**config.mk**
```make
export PLATFORM = sky130hd
export DESIGN_NAME = dmem_arbiter
export DESIGN_NICKNAME = d
export VERILOG_FILES = /design/src/rtl/dmem_arbiter.sv
export SDC_FILE = /design/constraint.sdc
export NUM_CORES = 1
export LEC_CHECK = 0
export CAP_MARGIN = 20
export CELL_PAD_IN_SITES_DETAIL_PLACEMENT = 1
export CELL_PAD_IN_SITES_GLOBAL_PLACEMENT = 1
export CORE_ASPECT_RATIO = 0.5
export CORE_MARGIN = 2
export CORE_UTILIZATION = 23
export DETAILED_ROUTE_END_ITERATION = 6
export PLACE_DENSITY = 0.87
export SLEW_MARGIN = 20
export SYNTH_ARGS = -nofsm -noshare
export SYNTH_HDL_FRONTEND = slang
export SYNTH_SLANG_ARGS = --single-unit
```
**constraint.sdc**
```tcl
create_clock -name clk -period 3.2 [get_ports clk]
set_input_delay 0.48 -clock clk [delete_from_list [all_inputs] [get_ports clk]]
set_output_delay 0.48 -clock clk [all_outputs]
set_load 0.005 [all_outputs]
```
**src/rtl/dmem_arbiter.sv**
```systemverilog
// Data memory port arbiter: the CPU load/store path has priority, and the host
// port gets a forced grant after a bounded number of refused cycles.
module dmem_arbiter #(
    parameter int AW         = 8,
    parameter int DW         = 8,
    parameter int STARVE_MAX = 4
) (
    input  logic          clk,
    input  logic          reset,
    input  logic [AW-1:0] cpu_addr,
    input  logic [DW-1:0] cpu_wdata,
    input  logic          cpu_load,
    input  logic          cpu_stor,
    output logic [DW-1:0] cpu_rdata,
    output logic          cpu_stall,
    input  logic          host_req,
    input  logic          host_we,
    input  logic [AW-1:0] host_addr,
    input  logic [DW-1:0] host_wdata,
    output logic          host_gnt,
    output logic [DW-1:0] host_rdata,
    output logic          host_valid,
    output logic [AW-1:0] mem_addr,
    output logic [DW-1:0] mem_wdata,
    output logic          mem_we,
    input  logic [DW-1:0] mem_rdata
);

    localparam logic [3:0] SMAX = 4'(STARVE_MAX);

    logic       cpu_act;
    logic       forced;
    logic       host_rd;
    logic [3:0] starve_cnt;
    logic [3:0] starve_nxt;

    assign cpu_act = cpu_load | cpu_stor;
    assign forced  = (starve_cnt == SMAX);

    // Grant and stall are masked while reset is high so no access escapes.
    assign host_gnt  = ~reset & host_req & (~cpu_act | forced);
    assign cpu_stall = cpu_act & host_gnt;
    assign host_rd   = host_gnt & ~host_we;

    always_comb begin
        mem_addr  = cpu_addr;
        mem_wdata = cpu_wdata;
        mem_we    = 1'b0;
        if (reset) begin
            mem_we = 1'b0;
        end else if (host_gnt) begin
            mem_addr  = host_addr;
            mem_wdata = host_wdata;
            mem_we    = host_we;
        end else begin
            mem_we = cpu_stor & ~cpu_stall;
        end
    end

    assign cpu_rdata = host_gnt ? '0 : mem_rdata;

    // Count consecutive refusals; any grant or withdrawal restarts the count.
    always_comb begin
        starve_nxt = '0;
        if (host_req && !host_gnt) begin
            if (starve_cnt != SMAX) begin
                starve_nxt = starve_cnt + 4'd1;
            end else begin
                starve_nxt = starve_cnt;
            end
        end
    end

    always_ff @(posedge clk or posedge reset) begin
        if (reset) begin
            starve_cnt <= '0;
            host_rdata <= '0;
            host_valid <= 1'b0;
        end else begin
            starve_cnt <= starve_nxt;
            host_valid <= host_rd;
            if (host_rd) begin
                host_rdata <= mem_rdata;
            end
        end
    end

endmodule

```
==> reports/qor.yml <==
outcome:
  run_status: "finished, final reports clean"
power_and_ir_drop:
  ir_worst_vdd_v: 0.0001622
  p_leak_nw: 0.7724
  cellPowerDensity_nw_per_um2: 457.2
synth:
  synth_seq_area_share: 0.3514
  netlist_area_um2: 925.9
  synth_nets: 129
  syn_area_per_cell_um2: 11.43
  yosysWarnings: 0
  dominantRegCellSynth: "dfrtp_1"
  synth_edf_count: 0
  syn_inst: 81
  ys_ff_latch: 13
  synthArstFlopShare: 1.000
  yosys.cell_types.count: 22
sta:
  worst_pin_slew_ns: 0.4697
  rsz0062_at_grt: "false"
  skew_ns: 0.003928
  slew_headroom: 0.6869
  period_share: 0.9015
  hold_violations: 0
  final-setup-viol-count: 0
  drv_slew: 0
  fmax_ghz: 0.3466
  finalSetupTns_ns: 0
  finalWorstSetupSlack_ns: 0.3152
  layout_min_cycle_time_ns: 2.885
  holdWs_ns: 0.5093
critical_path:
  worstSetupPathType: "reg2out"
  crit_slowest_cell: "clkdlybuf4s50_1"
  crit_path_max_incr_delay_ns: 0.46
  arrival_ns: 2.40
  reg2reg_slack_ns: 1.18
  path_cells: "inv_1 > ha_1 > and3b_1 > o21ai_4 > buf_12 > mux2_2 > clkdlybuf4s50_1"
  crit_path_end_kind: "output pin"
  crit_fanout: 25
  critical_path_buf_inv_count: 3
  worstPathRequired_ns: 2.72
  r2r-end: "host_rdata[2]$_DFFE_PP0P_"
  path_depth: 7
  reg2reg_depth: 5
  timing.rr.start: "starve_cnt[0]$_DFFE_PP0P_"
  critical-path-top-delay-family: "buffers and inverters"
  critPathLaunchType: "flop"
grt:
  grt_max_degree: 26
  antenna_found_initial: 0
  overflow: 0
  track_usage: 0.1330
  grt_pass1_wl_mm: 4.705
  grt_pass1_vias: 995
cts:
  post_cts_buffers: 0
  clkLatencyLatePin_ns: 0.25
  cts_tree: "yes"
  cts_hold_buf: 0
  ctsResizeCount: 0
  cts_buffers: 3
  ctsLongestPathBuffers: 2
  htree_levels: 1
  path_clk_slew_ns: 0.05
  root_buffer: "clkbuf_8"
  clock-sinks: 13
finish:
  final_nets: 213
  seqCellArea_um2: 325.3
  final_cells: 218
  nFillCells: 424
  final_common_cell: "clkdlybuf4s50_1"
  multi_input_comb_area_um2: 533.0
  areaGrowthSynthToFinish_pct: 97.97
  layout.cells.most_common_list: "81 x clkdlybuf4s50_1, 16 x mux2_2, 13 x dfrtp_1"
  drive_above_1_share: 0.1951
  antenna_cells: 0
drt:
  routed_via_density: 4.239
  vias: 924
  drt-total-wl_mm: 3.101
  antenna_left: 0
  drt_iter0_markers: 23
  dr.pass1.iters: 2
  routedWlPerCell_um: 14.22
  drc: 0
hold_path:
  hp-class: "in2async"
job:
  cap_violations: 0
floorplan:
  die_h_um: 48.87
  fp.dieW_um: 93.73
  initial_utilization: 0.2384
  dieArea_um2: 4580
  ioPinCount: 82
  row_count: 16
  design.core.area_um2: 3884
placement:
  dpl.hpwl_mm: 2.560
  place_ws_ns: 0.4225
  globalplace.congestion: 0.7961
  port_buffers: 81
  placed_cells: 214
## registers in the layout (all words and copies together) (netlist names)
signal,flops
host_rdata,8
host_valid,1
starve_cnt,4
## cells by family after synthesis
group / after synthesis / synth area share
flip-flops: 13 / 0.3513
buffers and inverters: 10 / 0.07297
AO/OA/AOI/OAI: 7 / 0.06623
adder cells (fa/ha/maj): 2 / 0.02702
multiplexers: 25 / 0.3351
XOR/XNOR: 2 / 0.01892
AND/OR/NAND/NOR: 22 / 0.1284
## final cells by class
cell class,instances,area share
clock inverter,1,0.002730
sequential,13,0.1775
tap,54,0.03686
timing repair buffer,83,0.4573
clock buffer,3,0.02253
inverter,6,0.01229
multi-input combinational,58,0.2908
## worst register-to-register path, delay by kind of cell, from the launching register on
family / cells / cell delay [ns]
AND/OR/NAND/NOR: 1 / 0.34
AO/OA/AOI/OAI: 1 / 0.51
adder cells (fa/ha/maj): 1 / 0.19
multiplexers: 1 / 0.35
flip-flops: 1 / 0.40
buffers and inverters: 1 / 0.11
## stage by stage
| step | util | total power [mW] | area [um^2] |
|---|---|---|---|
| after detailed placement | 0.4601 | 0.6965 | 1787 |
| after floorplan | - | 0.4471 | 925.9 |
| after global routing | 0.4720 | 0.8922 | 1833 |
| after global placement | 0.4601 | 0.6777 | 1787 |
| after CTS | 0.4720 | 0.8509 | 1833 |
| final | 0.4720 | 0.8380 | 1833 |
## power breakdown
group | internal [mW] | switching [mW] | total, mW
clock | 0.0862 | 0.0630 | 0.149
sequential | 0.228 | 0.0404 | 0.269
combinational | 0.291 | 0.129 | 0.420
## worst max-delay path by stage
stage,endpoint,startpoint
final,mem_wdata[7],starve_cnt[0]$_DFFE_PP0P_
after global routing,mem_addr[1],starve_cnt[0]$_DFFE_PP0P_
after CTS,mem_wdata[7],starve_cnt[0]$_DFFE_PP0P_
after detailed placement,mem_wdata[7],host_req
after global placement,mem_wdata[7],host_req
after floorplan,mem_addr[0],starve_cnt[0]$_DFFE_PP0P_
## synthesized netlist by cell type, types with 2 or more instances
master,count,share of area
buf_6,4,0.049
dfrtp_1,13,0.35
ha_1,2,0.027
a21oi_1,2,0.011
xnor2_1,2,0.019
and2_1,9,0.061
nor2_1,4,0.016
mux2_2,16,0.19
nand2_1,4,0.016
mux2_4,8,0.13
inv_1,6,0.024
## layer usage
metal	up-vias	wire, um	GRT usage
li1	441	-	-
met1	443	1177	0.1407
met2	37	1651	0.2595
met3	3	256	0.03555
met4	0	15	0.03623
met5	-	0	0
No activity file was read; power rests on OpenSTA's default activity.
